### src/rtl/elm_hidden_neuron.sv
// ---------------------------------------------------------------------------
// elm_hidden_neuron
// Hidden-layer neuron datapath. It takes a serial input vector and reads one
// weight per element from a 1-cycle-latency weight memory. It then does a
// saturating multiply-accumulate, adds the bias and drives the activated
// result for one cycle with outvalid.
//
// Optional feature macro: RELU_EN
//   defined   -> out = max(0, saturated result)
//   undefined -> linear output, negative results passed through
// ---------------------------------------------------------------------------
module elm_hidden_neuron #(
    parameter int neuronNo       = 19,
    parameter int layerNo        = 1,
    parameter int numWeight      = 784,
    parameter int addressWidth   = 10,
    parameter int dataWidth      = 16,
    parameter int weightIntWidth = 4
) (
    input  logic                        clk,
    input  logic                        rst,
    input  logic signed [dataWidth-1:0] myinput,
    input  logic                        myinputValid,
    input  logic signed [dataWidth-1:0] bias,
    output logic                        ren,
    output logic [addressWidth:0]       raddr,
    input  logic signed [dataWidth-1:0] wout,
    output logic                        busy,
    output logic signed [dataWidth-1:0] out,
    output logic                        outvalid
);

    localparam int ACC_W = 2 * dataWidth;
    localparam int FRAC  = dataWidth - weightIntWidth;

    localparam logic [addressWidth:0] LAST_IDX = (addressWidth + 1)'(numWeight - 1);
    localparam logic [addressWidth:0] CNT_ONE  = (addressWidth + 1)'(1);

    localparam logic [ACC_W-1:0]     ACC_MAX = {1'b0, {(ACC_W - 1){1'b1}}};
    localparam logic [ACC_W-1:0]     ACC_MIN = {1'b1, {(ACC_W - 1){1'b0}}};
    localparam logic [dataWidth-1:0] OUT_MAX = {1'b0, {(dataWidth - 1){1'b1}}};
    localparam logic [dataWidth-1:0] OUT_MIN = {1'b1, {(dataWidth - 1){1'b0}}};

    // Labels carry no function; they are only sanity-checked with the sizing.
    if (numWeight < 1 || numWeight > 2 ** (addressWidth + 1) || neuronNo < 0 || layerNo < 0)
    begin : g_param_check
        $error("elm_hidden_neuron: illegal parameter set");
    end

    typedef enum logic [1:0] {
        IDLE  = 2'd0,
        RUN   = 2'd1,
        DRAIN = 2'd2
    } state_t;

    // Signed add with clamping; the MSB of the result flags an overflow.
    function automatic logic [ACC_W:0] sat_add(input logic [ACC_W-1:0] a,
                                               input logic [ACC_W-1:0] b);
        logic [ACC_W:0] s;
        s = {a[ACC_W-1], a} + {b[ACC_W-1], b};
        if (s[ACC_W] != s[ACC_W-1]) begin
            sat_add = {1'b1, (s[ACC_W] ? ACC_MIN : ACC_MAX)};
        end else begin
            sat_add = {1'b0, s[ACC_W-1:0]};
        end
    endfunction

    state_t                     state_q, state_d;
    logic [addressWidth:0]      count_q, count_d;

    // Stage 1: input delayed to line up with the weight returned by memory.
    logic signed [dataWidth-1:0] x_q;
    logic                        v1_q, l1_q;
    // Stage 2: registered product.
    logic signed [ACC_W-1:0]     prod_q;
    logic                        v2_q, l2_q;
    // Stage 3: accumulator, sticky once it has clamped.
    logic signed [ACC_W-1:0]     acc_q;
    logic                        acc_sat_q;
    logic                        l3_q;
    // Stage 4: activated output.
    logic signed [dataWidth-1:0] out_q;
    logic                        outvalid_q;

    logic                        accept;
    logic                        last_elem;
    logic signed [ACC_W-1:0]     prod_full;
    logic [ACC_W:0]              acc_sum;
    logic [ACC_W-1:0]            bias_ext;
    logic [ACC_W:0]              bias_sum;
    logic signed [ACC_W-1:0]     biased;
    logic signed [ACC_W-1:0]     shifted;
    logic [ACC_W-dataWidth:0]    upper;
    logic [dataWidth-1:0]        sat_res;
    logic [dataWidth-1:0]        final_out;

    // Elements are taken whenever valid arrives outside DRAIN.
    assign accept    = myinputValid && (state_q != DRAIN);
    assign last_elem = accept && (count_q == LAST_IDX);

    assign ren      = accept;
    assign raddr    = count_q;
    assign busy     = (state_q != IDLE);
    assign out      = out_q;
    assign outvalid = outvalid_q;

    // State and element-count register.
    always_ff @(posedge clk) begin
        // NOTE: sequential state uses non-blocking assignments so all registers update from pre-edge values.
        if (rst) begin
            state_q <= IDLE;
            count_q <= '0;
        end else begin
            state_q <= state_d;
            count_q <= count_d;
        end
    end

    // Next-state logic: count elements, move to DRAIN after the last one,
    // and go back to IDLE once the result has been presented.
    always_comb begin
        // NOTE: every output of this block gets a default first, so no path can infer a latch.
        state_d = state_q;
        count_d = count_q;
        unique case (state_q)
            IDLE, RUN: begin
                if (accept) begin
                    if (last_elem) begin
                        count_d = '0;
                        state_d = DRAIN;
                    end else begin
                        count_d = count_q + CNT_ONE;
                        state_d = RUN;
                    end
                end
            end
            DRAIN: begin
                if (outvalid_q) begin
                    state_d = IDLE;
                end
            end
            default: begin
                state_d = IDLE;
                count_d = '0;
            end
        endcase
    end

    // Arithmetic: product, accumulate, bias add, output slice and activation.
    always_comb begin
        prod_full = $signed({{(ACC_W - dataWidth){x_q[dataWidth-1]}}, x_q}) *
                    $signed({{(ACC_W - dataWidth){wout[dataWidth-1]}}, wout});
        acc_sum   = sat_add(acc_q, prod_q);
        bias_ext  = {{(ACC_W - dataWidth){bias[dataWidth-1]}}, bias} << FRAC;
        bias_sum  = sat_add(acc_q, bias_ext);
        biased    = $signed(bias_sum[ACC_W-1:0]);
        shifted   = biased >>> FRAC;
        upper     = shifted[ACC_W-1:dataWidth-1];
        // The slice is only exact when the discarded upper bits are pure sign copies.
        if (bias_sum[ACC_W] || !((&upper) || (~|upper))) begin
            sat_res = biased[ACC_W-1] ? OUT_MIN : OUT_MAX;
        end else begin
            sat_res = shifted[dataWidth-1:0];
        end
`ifdef RELU_EN
        final_out = sat_res[dataWidth-1] ? '0 : sat_res;
`else
        final_out = sat_res;
`endif
    end

    // Datapath pipeline; a reset throws away all in-flight work.
    always_ff @(posedge clk) begin
        if (rst) begin
            x_q        <= '0;
            v1_q       <= 1'b0;
            l1_q       <= 1'b0;
            prod_q     <= '0;
            v2_q       <= 1'b0;
            l2_q       <= 1'b0;
            acc_q      <= '0;
            acc_sat_q  <= 1'b0;
            l3_q       <= 1'b0;
            out_q      <= '0;
            outvalid_q <= 1'b0;
        end else begin
            v1_q <= accept;
            l1_q <= last_elem;
            if (accept) begin
                x_q <= myinput;
            end

            v2_q <= v1_q;
            l2_q <= l1_q;
            if (v1_q) begin
                prod_q <= prod_full;
            end

            l3_q <= l2_q;
            if (outvalid_q) begin
                acc_q     <= '0;
                acc_sat_q <= 1'b0;
            end else if (v2_q && !acc_sat_q) begin
                acc_q     <= $signed(acc_sum[ACC_W-1:0]);
                acc_sat_q <= acc_sum[ACC_W];
            end

            outvalid_q <= l3_q;
            if (l3_q) begin
                out_q <= final_out;
            end
        end
    end

endmodule

### config.mk
export PLATFORM = sky130hd
export DESIGN_NAME = elm_hidden_neuron
export DESIGN_NICKNAME = d
export VERILOG_FILES = /design/src/rtl/elm_hidden_neuron.sv
export SDC_FILE = /design/constraint.sdc
export NUM_CORES = 1
export LEC_CHECK = 0
export CAP_MARGIN = 20
export CORE_MARGIN = 1.5
export CORE_UTILIZATION = 45
export CTS_CLUSTER_DIAMETER = 200
export CTS_CLUSTER_SIZE = 28
export DETAILED_ROUTE_END_ITERATION = 10
export PLACE_DENSITY = 0.63
export SETUP_SLACK_MARGIN = 0.05
export SKIP_LAST_GASP = 1
export SLEW_MARGIN = 10
export SYNTH_ARGS = -nofsm -noshare
export SYNTH_HDL_FRONTEND = slang
export SYNTH_SLANG_ARGS = --single-unit
### constraint.sdc
create_clock -name clk -period 20.5 [get_ports clk]
set_input_delay 3.075 -clock clk [delete_from_list [all_inputs] [get_ports clk]]
set_output_delay 3.075 -clock clk [all_outputs]
set_load 0.03 [all_outputs]
==> summary.md <==
## Critical path
- 21 — WP depth
- 9.98 ns — critical path arrival
- sky130_fd_sc_hd__fa_1 — critical path's most frequent cell
- adder cells — CP delay by family, top
- x_q[15]$_SDFFE_PP0P_ — Crit Reg-Reg Startpoint
- 20.83 ns — data required time at the worst endpoint
- in2reg — path type of the worst setup path
- prod_q[30]$_SDFFE_PP0P_ — Critical R2R Capture
- clkdlybuf4s50_1, nand2_1, fa_1, inv_1, fa_1, fa_1, fa_1, fa_1, inv_1, fa_1, inv_1, ha_1, nand2_1, nor3_1, and4_1, o21a_1, a31o_2, o41ai_1, o21ai_0, xnor2_1, o31ai_1 — cell-by-cell listing of the critical path
- 0.86 ns — CP peak stage delay
- input pin — crit start category
- wout[2] — start point of the critical path
- 16 — maximum fanout along the worst path
- flip-flop — category of the worst setup path capture point
- 13.60 ns — FF-to-FF setup slack
- 4 — worst path buffer plus inverter count
- prod_q[30]$_SDFFE_PP0P_ — capturing element of the worst setup path
- sky130_fd_sc_hd__clkdlybuf4s50_1 — critical-path cell with the highest stage delay
- 20 — number of cell instances on the worst register-to-register path

## Place
- 80 — number of I/O port buffers
- 10.61 ns — post-placement worst setup slack
- 31230 um — HPWL after DPL
- 0.8822 — weighted congestion reported at the end of routability-driven placement

## Logic synthesis
- 0 — Synthesis Warnings
- 8.745 um^2 — mean cell area of the mapped netlist
- 116 — #FFs+latches synth
- 0 — count of flip-flops with a built-in enable after synthesis
- 16620 um^2 — Post-Syn Area
- sky130_fd_sc_hd__fa_1 (32%), sky130_fd_sc_hd__dfxtp_1 (14%), sky130_fd_sc_hd__ha_1 (10%), sky130_fd_sc_hd__inv_1 (7.2%), sky130_fd_sc_hd__nand2_1 (4.7%) — top cells by area in the synthesized netlist
- sky130_fd_sc_hd__fa_1 — post-synthesis cell type with the largest combined area
- 31.81% — top-area cell type share of the netlist area
- 2352 — Net Count, Synth
- 1900 — Syn Inst Count
- 13.98% — sequential fraction of the synthesis area
- 73 — Cell variety after synth
- 0% — share of flip-flops with an asynchronous set or reset after synthesis
- sky130_fd_sc_hd__dfxtp_1 — Top FF cell, synth

## Routing
- 5.257 — via density per instance
- 16.20 um — average wire length per cell after detail routing
- 0 — DRC viols
- 12760 — total via count after detailed routing
- 482 — initial drt markers
- 39340 um — routed wire length
- 4 — drt pass-1 iters
- 0 — number of nets with antenna violations after detailed routing

## Layout
- 0 — diodes inserted
- 2399 — number of nets in the final layout
- 10.90% — area overhead of the layout relative to synthesis
- 3.878% — layout cells sized above 1
- 3476 — number of fill cells

## Job
- 0 — maximum capacitance violations

## STA
- 103.6 MHz — maximum clock frequency
- 0 ns — Total Neg Setup Slack
- 10.85 ns — final worst-path setup slack
- 0.006338 ns — setup skew after layout
- 30.89% — max-slew headroom at the worst pin
- no — RSZ-0062 raised after global routing
- 0 — count of pins over their slew limit
- 1.036 ns — worst-margin pin slew
- 0 — number of setup violations in the final report
- 47.07% — final worst-path cycle share
- 9.649 ns — post-route minimum period
- 0 — endpoints failing hold

## Clock tree
- 17 — cts bufs inserted
- sky130_fd_sc_hd__clkbuf_16 — clock root buffer
- 0 — cts hold-fix bufs
- 0 — number of cells upsized or downsized after cts
- 0.06 ns — clk slew on worst S/H paths
- built — CTS tree
- 0 — post-CTS setup buffers
- 116 — # clock sinks
- 0.43 ns — clock insertion delay at the later pin of the skew report
- 2 — largest buffer count on any clock path
- 4 — H-tree depth reported by CTS

## Floorplan
- 38090 um^2 — die footprint
- 45.60% — Starting Density
- 36430 um^2 — core area
- 70 — Std-Cell Rows
- 81 — boundary pin count
- 195.2 um — die height
- 195.2 um — chip width

## GRT
- 65 — maximum number of pins on one net before global-route repair
- 67220 um — first-pass GRT wire length
- 13480 — via count of the first global-routing pass
- 0 — global-route congestion overflow total
- 0 — antenna violations before repair
- 22.13% — total routing usage reported by global routing

## Run status
- finished clean — result of the run

## Pwr
- 87.85 nW/um^2 — P per Cell Area
- 0.008822 uW — cell leakage power
- 0.00006786 V — peak ir drop on the vdd network

## Worst hold path
- reg2reg — HP Class

## logic make-up (layout without fill, tap and decap cells)
group | count (synthesis) | in the layout | share of synthesized area [%]
muxes | 24 | 24 | 1.446
adders and majority gates | 407 | 407 | 42.48
xor gates and xnor gates | 81 | 81 | 4.315
buffers and inverters | 384 | 444 | 8.780
AOI/OAI and AO/OA | 313 | 313 | 12.51
and+or+nand+nor | 575 | 575 | 16.49
DFF | 116 | 116 | 13.98
## power by group
group	internal (uW)	switching [uW]	total, uW
logic	450	591	1040
clock network	183	126	308
registers	247	22.5	269
total	880	739	1620
## per-layer routing
metal / GRT usage [%] / vias up / routed length (um)
met1: 28.62 / 6345 / 18010
met5: 0 / - / 0
met2: 38.82 / 181 / 19490
met4: 5.685 / 0 / 738
met3: 3.143 / 43 / 1102
li1: - / 6195 / -
## sequential cells by signal, indices dropped and copies added, names as in the netlist
register	cells
acc_sat_q	1
out	16
prod_q	32
v1_q	1
l2_q	1
acc_q	32
l3_q	1
raddr	11
l1_q	1
x_q	16
v2_q	1
outvalid	1
state_q	2
## per-stage QoR
stage	cell area (um^2)	utilization [%]	hold WS (ns)	total power [uW]	instances
2_1_floorplan	16620	-	0.4138	1076	1900
3_3_place_gp	17830	48.95	0.4169	1305	2396
3_5_place_dp	17830	48.95	0.4281	1319	2396
4_1_cts	18430	50.57	0.4400	1637	2428
5_1_grt	18430	50.57	0.4596	1788	2428
6_report	18430	50.57	0.4358	1619	2428
## placed cells by master, fill, tap and decap left out, types with 7 or more instances in the layout
cell type	instances
sky130_fd_sc_hd__inv_1	319
sky130_fd_sc_hd__fa_1	264
sky130_fd_sc_hd__nand2_1	206
sky130_fd_sc_hd__nor2_1	138
sky130_fd_sc_hd__ha_1	137
sky130_fd_sc_hd__and2_1	120
sky130_fd_sc_hd__dfxtp_1	115
sky130_fd_sc_hd__a21oi_1	91
sky130_fd_sc_hd__clkdlybuf4s50_1	79
sky130_fd_sc_hd__xnor2_1	50
sky130_fd_sc_hd__o21ai_0	48
sky130_fd_sc_hd__a21o_1	41
sky130_fd_sc_hd__xor2_1	30
sky130_fd_sc_hd__mux2i_1	24
sky130_fd_sc_hd__a211oi_1	23
sky130_fd_sc_hd__nand2b_1	19
sky130_fd_sc_hd__nor3_1	18
sky130_fd_sc_hd__o22ai_1	17
sky130_fd_sc_hd__clkbuf_16	17
sky130_fd_sc_hd__nand3_1	16
sky130_fd_sc_hd__a31oi_1	14
sky130_fd_sc_hd__o21a_1	14
sky130_fd_sc_hd__nor2b_1	12
sky130_fd_sc_hd__buf_4	12
sky130_fd_sc_hd__inv_6	9
sky130_fd_sc_hd__and3_1	8
sky130_fd_sc_hd__or2_2	7
sky130_fd_sc_hd__or3_1	7
## cells in the mapped netlist, types with 7 or more instances
| master | count |
|---|---|
| sky130_fd_sc_hd__nand3_1 | 16 |
| sky130_fd_sc_hd__o22ai_1 | 17 |
| sky130_fd_sc_hd__a21oi_1 | 91 |
| sky130_fd_sc_hd__clkbuf_1 | 54 |
| sky130_fd_sc_hd__inv_1 | 319 |
| sky130_fd_sc_hd__o21a_1 | 14 |
| sky130_fd_sc_hd__a31oi_1 | 14 |
| sky130_fd_sc_hd__dfxtp_1 | 116 |
| sky130_fd_sc_hd__o21ai_0 | 48 |
| sky130_fd_sc_hd__xnor2_1 | 50 |
| sky130_fd_sc_hd__or2_2 | 7 |
| sky130_fd_sc_hd__nand2b_1 | 19 |
| sky130_fd_sc_hd__nand2_1 | 206 |
| sky130_fd_sc_hd__and2_1 | 120 |
| sky130_fd_sc_hd__xor2_1 | 30 |
| sky130_fd_sc_hd__mux2i_1 | 24 |
| sky130_fd_sc_hd__nor2_1 | 138 |
| sky130_fd_sc_hd__and3_1 | 8 |
| sky130_fd_sc_hd__nor2b_1 | 13 |
| sky130_fd_sc_hd__a21o_1 | 41 |
| sky130_fd_sc_hd__a211oi_1 | 23 |
| sky130_fd_sc_hd__ha_1 | 137 |
| sky130_fd_sc_hd__nor3_1 | 18 |
| sky130_fd_sc_hd__or3_1 | 7 |
| sky130_fd_sc_hd__fa_1 | 264 |
## layout make-up
cell class | instances | area, um^2 | share of cell area [%]
Timing Repair Buffer | 92 | 885.9 | 4.808
Multi-Input combinational cell | 1400 | 12840 | 69.67
Clock buffer | 18 | 429.2 | 2.329
Tap cell | 468 | 585.6 | 3.178
Inverter | 320 | 1201 | 6.519
Clock inverter | 14 | 163.9 | 0.8895
Sequential cell | 116 | 2323 | 12.61
## worst min path at each step
stage                          startpoint               to  slack (ns)  cells after the start
final                     l1_q$_SDFF_PP0_  l2_q$_SDFF_PP0_        0.44                      1
after global placement    l1_q$_SDFF_PP0_  l2_q$_SDFF_PP0_        0.42                      1
after global routing      l2_q$_SDFF_PP0_  l3_q$_SDFF_PP0_        0.46                      1
after detailed placement  l1_q$_SDFF_PP0_  l2_q$_SDFF_PP0_        0.43                      1
after floorplan           l1_q$_SDFF_PP0_  l2_q$_SDFF_PP0_        0.41                      1
after CTS                 l2_q$_SDFF_PP0_  l3_q$_SDFF_PP0_        0.44                      1
(Power assumes the default switching activity.)
